**src/rtl/ps2_pkg.sv**
```systemverilog
// Shared types and constants for the PS/2 keyboard receiver.
// Optional build macro: PS2_PARITY_CHECK_EN (reject frames failing odd parity).
package ps2_pkg;

  localparam int unsigned PS2_FILTER_LEN_DEF     = 8;
  localparam int unsigned PS2_TIMEOUT_CYCLES_DEF = 50000;

  localparam logic [7:0] PS2_EXT_PREFIX   = 8'hE0;
  localparam logic [7:0] PS2_BREAK_PREFIX = 8'hF0;

  typedef enum logic [1:0] {
    ST_IDLE   = 2'd0,
    ST_DATA   = 2'd1,
    ST_PARITY = 2'd2,
    ST_STOP   = 2'd3
  } ps2_state_e;

  // True when the eight data bits plus the parity bit hold an odd number of ones.
  function automatic logic ps2_odd_parity_ok(input logic [7:0] data, input logic par);
    return ^{data, par};
  endfunction

endpackage

```
**src/rtl/ps2_sync_filter.sv**
```systemverilog
// Two-flop synchronizer, majority-free run-length glitch filter and falling-edge strobe
// for one raw PS/2 line. The filtered level idles high out of reset.
module ps2_sync_filter
  import ps2_pkg::*;
#(
  parameter int unsigned FILTER_LEN = PS2_FILTER_LEN_DEF
) (
  input  logic Clk,
  input  logic Reset_n,
  input  logic raw_i,
  output logic filt_o,
  output logic fall_o
);

  localparam int unsigned CNT_W = (FILTER_LEN > 1) ? $clog2(FILTER_LEN) : 1;
  localparam logic [CNT_W-1:0] CNT_LAST = CNT_W'(FILTER_LEN - 1);

  logic             meta_q;
  logic             sync_q;
  logic             filt_q, filt_d;
  logic             fall_q, fall_d;
  logic [CNT_W-1:0] cnt_q, cnt_d;

  // Accept a new level only after FILTER_LEN consecutive samples disagree with the current one.
  always_comb begin
    filt_d = filt_q;
    fall_d = 1'b0;
    cnt_d  = '0;
    if (sync_q != filt_q) begin
      if (cnt_q == CNT_LAST) begin
        filt_d = sync_q;
        fall_d = ~sync_q;
      end else begin
        cnt_d = cnt_q + CNT_W'(1);
      end
    end
  end

  // Synchronizer and filter state; bus reads as idle (high) in reset.
  always_ff @(posedge Clk or negedge Reset_n) begin
    if (!Reset_n) begin
      meta_q <= 1'b1;
      sync_q <= 1'b1;
      filt_q <= 1'b1;
      fall_q <= 1'b0;
      cnt_q  <= '0;
    end else begin
      meta_q <= raw_i;
      sync_q <= meta_q;
      filt_q <= filt_d;
      fall_q <= fall_d;
      cnt_q  <= cnt_d;
    end
  end

  assign filt_o = filt_q;
  assign fall_o = fall_q;

endmodule

```
**src/rtl/ps2_keyboard_rx.sv**
```systemverilog
// PS/2 keyboard receiver: frames 11-bit device-to-host words and decodes E0/F0 prefixes
// into keyCode/press/extended with a one-cycle key_valid strobe.
// Optional build macro: PS2_PARITY_CHECK_EN (frames with bad odd parity raise frame_err).
module ps2_keyboard_rx
  import ps2_pkg::*;
#(
  parameter int unsigned FILTER_LEN     = PS2_FILTER_LEN_DEF,
  parameter int unsigned TIMEOUT_CYCLES = PS2_TIMEOUT_CYCLES_DEF
) (
  input  logic       Clk,
  input  logic       Reset_n,
  input  logic       psClk,
  input  logic       psData,
  output logic [7:0] keyCode,
  output logic       press,
  output logic       extended,
  output logic       key_valid,
  output logic       frame_err
);

  localparam int unsigned TO_W = $clog2(TIMEOUT_CYCLES + 1);
  localparam logic [TO_W-1:0] TO_LAST = TO_W'(TIMEOUT_CYCLES - 1);

  logic clk_filt_unused;
  logic clk_fall;
  logic data_filt;
  logic data_fall_unused;

  ps2_sync_filter #(.FILTER_LEN(FILTER_LEN)) u_clk_filter (
    .Clk    (Clk),
    .Reset_n(Reset_n),
    .raw_i  (psClk),
    .filt_o (clk_filt_unused),
    .fall_o (clk_fall)
  );

  ps2_sync_filter #(.FILTER_LEN(FILTER_LEN)) u_data_filter (
    .Clk    (Clk),
    .Reset_n(Reset_n),
    .raw_i  (psData),
    .filt_o (data_filt),
    .fall_o (data_fall_unused)
  );

  ps2_state_e      state_q, state_d;
  logic [2:0]      bit_cnt_q, bit_cnt_d;
  logic [7:0]      shift_q, shift_d;
  logic            par_q, par_d;
  logic [TO_W-1:0] to_cnt_q, to_cnt_d;
  logic            ext_q, ext_d;
  logic            brk_q, brk_d;
  logic [7:0]      key_q, key_d;
  logic            press_q, press_d;
  logic            extd_q, extd_d;
  logic            kv_q, kv_d;
  logic            ferr_q, ferr_d;
  logic            par_ok_c;

`ifdef PS2_PARITY_CHECK_EN
  assign par_ok_c = ps2_odd_parity_ok(shift_q, par_q);
`else
  // Parity is still captured so the frame is walked bit-for-bit, but it is not enforced.
  logic par_unused;
  assign par_unused = par_q;
  assign par_ok_c   = 1'b1;
`endif

  // Frame FSM, inactivity timeout and prefix decoder.
  always_comb begin
    state_d   = state_q;
    bit_cnt_d = bit_cnt_q;
    shift_d   = shift_q;
    par_d     = par_q;
    to_cnt_d  = '0;
    ext_d     = ext_q;
    brk_d     = brk_q;
    key_d     = key_q;
    press_d   = press_q;
    extd_d    = extd_q;
    kv_d      = 1'b0;
    ferr_d    = 1'b0;

    if (state_q != ST_IDLE && !clk_fall) begin
      to_cnt_d = to_cnt_q + TO_W'(1);
    end

    case (state_q)
      ST_IDLE: begin
        if (clk_fall && !data_filt) begin
          state_d   = ST_DATA;
          bit_cnt_d = 3'd0;
        end
      end
      ST_DATA: begin
        if (clk_fall) begin
          shift_d   = {data_filt, shift_q[7:1]};
          bit_cnt_d = bit_cnt_q + 3'd1;
          if (bit_cnt_q == 3'd7) begin
            state_d = ST_PARITY;
          end
        end
      end
      ST_PARITY: begin
        if (clk_fall) begin
          par_d   = data_filt;
          state_d = ST_STOP;
        end
      end
      ST_STOP: begin
        if (clk_fall) begin
          state_d = ST_IDLE;
          if (data_filt && par_ok_c) begin
            if (shift_q == PS2_EXT_PREFIX) begin
              ext_d = 1'b1;
            end else if (shift_q == PS2_BREAK_PREFIX) begin
              brk_d = 1'b1;
            end else begin
              key_d   = shift_q;
              press_d = ~brk_q;
              extd_d  = ext_q;
              kv_d    = 1'b1;
              ext_d   = 1'b0;
              brk_d   = 1'b0;
            end
          end else begin
            ferr_d = 1'b1;
          end
        end
      end
      default: state_d = ST_IDLE;
    endcase

    // An edge in the same cycle always wins over the timeout.
    if (state_q != ST_IDLE && !clk_fall && to_cnt_q == TO_LAST) begin
      state_d   = ST_IDLE;
      bit_cnt_d = 3'd0;
      shift_d   = 8'h00;
      ext_d     = 1'b0;
      brk_d     = 1'b0;
      to_cnt_d  = '0;
      ferr_d    = 1'b1;
    end
  end

  // State and output registers.
  always_ff @(posedge Clk or negedge Reset_n) begin
    if (!Reset_n) begin
      state_q   <= ST_IDLE;
      bit_cnt_q <= 3'd0;
      shift_q   <= 8'h00;
      par_q     <= 1'b0;
      to_cnt_q  <= '0;
      ext_q     <= 1'b0;
      brk_q     <= 1'b0;
      key_q     <= 8'h00;
      press_q   <= 1'b0;
      extd_q    <= 1'b0;
      kv_q      <= 1'b0;
      ferr_q    <= 1'b0;
    end else begin
      state_q   <= state_d;
      bit_cnt_q <= bit_cnt_d;
      shift_q   <= shift_d;
      par_q     <= par_d;
      to_cnt_q  <= to_cnt_d;
      ext_q     <= ext_d;
      brk_q     <= brk_d;
      key_q     <= key_d;
      press_q   <= press_d;
      extd_q    <= extd_d;
      kv_q      <= kv_d;
      ferr_q    <= ferr_d;
    end
  end

  assign keyCode   = key_q;
  assign press     = press_q;
  assign extended  = extd_q;
  assign key_valid = kv_q;
  assign frame_err = ferr_q;

endmodule

```
**config.mk**
```make
export PLATFORM = sky130hd
export DESIGN_NAME = ps2_keyboard_rx
export DESIGN_NICKNAME = d
export VERILOG_FILES = /design/src/rtl/ps2_pkg.sv /design/src/rtl/ps2_sync_filter.sv /design/src/rtl/ps2_keyboard_rx.sv
export SDC_FILE = /design/constraint.sdc
export NUM_CORES = 1
export LEC_CHECK = 0
export CORE_MARGIN = 2
export CORE_UTILIZATION = 45
export CTS_CLUSTER_SIZE = 25
export DETAILED_ROUTE_END_ITERATION = 8
export GPL_ROUTABILITY_DRIVEN = 1
export MAX_ROUTING_LAYER = met4
export PLACE_DENSITY_LB_ADDON = 0.05
export SETUP_SLACK_MARGIN = 0.15
export SLEW_MARGIN = 20
export SYNTH_ARGS = -nofsm -noshare
export SYNTH_HDL_FRONTEND = slang
export SYNTH_SLANG_ARGS = --single-unit
export TNS_END_PERCENT = 100
```
**constraint.sdc**
```tcl
create_clock -name Clk -period 2.22 [get_ports Clk]
set_clock_uncertainty 0.15 [all_clocks]
set_input_delay 0.555 -clock Clk [delete_from_list [all_inputs] [get_ports Clk]]
set_output_delay 0.555 -clock Clk [all_outputs]
set_load 0.02 [all_outputs]
```
==> results.tsv <==
metric	value	unit
timing.final.crit_share	0.8954	
finalHoldViolations	0	
layout-drive-gt1-share	0.1840	
routed_wl	4567	microns
cts.sinks	56	
clkTransAtPathRegs	0.10	ns
synth_flop_cell	dfrtp_1	
critical_path_peak_fanout	2	
ys_ff_latch	56	
path_class	flip-flop to output port	
cts-root-buf	clkbuf_8	
dr_total_vias	1727	
rsz0062_at_grt	no	
slowest_delay	0.61	ns
num-fill-cells	471	
utilization	0.5395	
pre_cts_ws	0.1370	ns
setup_viol	0	
start_kind	flip-flop	
async_flop_share	1.000	
synth_fp_nets	236	
start_util	0.4631	
cp_top_family	buffers and inverters	
period_needed	1.988	ns
fin_nets	265	
seqPwrFrac	0.518	
synthTopCellsByCount	dfrtp_1 (50), nor2_1 (25), nand2_1 (17)	
hold_class	flip-flop to flip-flop	
grt_use_total	0.1658	
p_sw_frac	0.3052	
drtIter0Drc	96	
p_switching	0.0007396	W
cts_tree	done	
crit_start	keyCode[0]	
crit_slowest_cell	clkdlybuf4s50_1	
worstMarginPinSlew	0.3898	ns
antenna_found_initial	0	
synth_top_cell_area_share	0.4968	
synth_top_area_cell	dfrtp_1	
clk_latency	0.31	ns
critPathCaptureType	output port	
ys_warn_count	0	
die_x	78.82	microns
p_per_area	825.8	mW/mm^2
synth_area_leaders	dfrtp_1 (50%), dfstp_2 (6.3%), ha_1 (6.0%)	
grt.met3_usage	0.03750	
numPortBuffers	15	
cap_viol_max_count	0	
slew_violations	0	
synth_cell_type_count	39	
grt_pass1_wl	7879	microns
holdWs	0.2102	ns
remaining_drc_errors	0	
grtUsageMet1	0.1913	
grt_pass1_vias	1713	
netlist_area	0.002519	sq mm
wire_per_inst	14.18	microns
globalplace.congestion	0.8152	
synth-edff-count	0	
relSlewSlack	0.7334	
rr_startpoint	to_cnt_q[10]	
power_frac_clock	0.234	
gr-usage-met2	0.2872	
fin_setup_tns	0	ns
ios	16	
crit_chain	clkdlybuf4s50_1	
area.sequential	0.001409	sq mm
die_area	0.006212	sq mm
ys_seq_area_frac	0.5594	
coreArea	0.005439	sq mm
hpwlAfterDp	3252	microns
grt-ovfl-total	0	
status	finished clean	
p_int	0.001683	W
grt_busiest_layer	met2	
finalPower	0.002423	W
die_y	78.82	microns
cts_made_buffers	5	
setup_ws	0.2322	ns
synth_most_common_cell	dfrtp_1	
via_per_inst	5.363	
multi_input_area	0.001042	sq mm
worstHoldStart	u_clk_filter.meta_q	
grt_max_degree	28	
power.leakage	1.319	nW
dr.pass1.iters	4	
combPwrFrac	0.248	
arrival	1.28	ns
syn_avg_cell_area	11.45	sq um
syn_to_final_growth	16.49	%
required	1.51	ns
peakVddDrop	0.0004803	V
num_rows	27	
postRouteAntennaNets	0	
cts_max_level	2	
diodes	0	
crit_buf_inv	1	
synth_cells	220	
fmax	503.1	MHz
cts_buffer_depth	2	
==> layout make-up <==
| class | instances | share of cell area |
|---|---|---|
| multi-input cells | 150 | 0.3552 |
| repair buffers | 29 | 0.09339 |
| clock buffers | 6 | 0.02815 |
| inverters | 7 | 0.008955 |
| well taps | 72 | 0.03070 |
| clock inverters | 2 | 0.003412 |
| flip-flops and latches | 56 | 0.4802 |
==> cell families after synthesis <==
family | share of synthesized area
and+or+nand+nor | 0.1759
muxes | 0.05713
xor gates and xnor gates | 0.05216
adders and majority gates | 0.05961
buffers and inverters | 0.02931
DFF | 0.5594
AOI/OAI and AO/OA | 0.06657
==> per-layer routing <==
layer | vias up | part of all wire
li1 | 826 | -
met1 | 861 | 0.43
met2 | 35 | 0.51
met3 | 5 | 0.039
met4 | 0 | 0.015
met5 | - | 0
==> repair_timing <==
action                                 in CTS  in global routing
endpoints found under the hold margin       4                  0
setup endpoints to repair                  15                 32
gates resized for setup                     2                  5
hold buffers                                1                  0
setup buffers                               0                  2
cloned                                      0                  2
pin swaps                                   1                  3
==> through the flow <==
stage,instances,instance area (sq um)
floorplan,220,2519
global placement,309,2786
detailed placement,309,2786
CTS,318,2897
global route,322,2934
finish,322,2934
==> sequential cells by signal, indices dropped and copies added, names as in the netlist, 2 cells and up <==
name / cells
state_q: 2
u_clk_filter.cnt_q: 3
to_cnt_q: 16
bit_cnt_q: 3
shift_q: 8
keyCode: 8
u_data_filter.cnt_q: 3
==> worst paths after layout <==
path	endpoint	slack [ns]	depth (start not counted)
min reg2reg	u_clk_filter.sync_q	0.21	0
max reg2reg	to_cnt_q[6]	0.25	4
max in group asynchronous	brk_q	0.85	3
min in group asynchronous	u_data_filter.cnt_q[2]	0.54	2
min	u_clk_filter.sync_q	0.21	0
max	keyCode[0]	0.23	1
==> power by group through the flow <==
| stage | Sequential (W) | Combinational [W] | Clock (W) |
|---|---|---|---|
| floorplan | 0.00124 | 0.000444 | 0 |
| global placement | 0.00127 | 0.000533 | 0 |
| detailed placement | 0.00128 | 0.000561 | 0 |
| CTS | 0.00126 | 0.000572 | 0.000585 |
| global route | 0.00128 | 0.000684 | 0.000639 |
| finish | 0.00126 | 0.000600 | 0.000568 |
==> cell usage in the layout (no fill, tap or decap), drive strengths merged, types with 3 or more instances in the layout <==
cell type       n
dfrtp          50
nor2           25
nand2          17
clkdlybuf4s50  14
buf            14
nand3          13
xnor2          12
a21oi          12
ha             12
mux2           11
nor3            9
nand4           7
inv             7
clkbuf          6
dfstp           6
nor4            4
nor3b           3
xor2            3
Power figures use the tool's default switching activity.
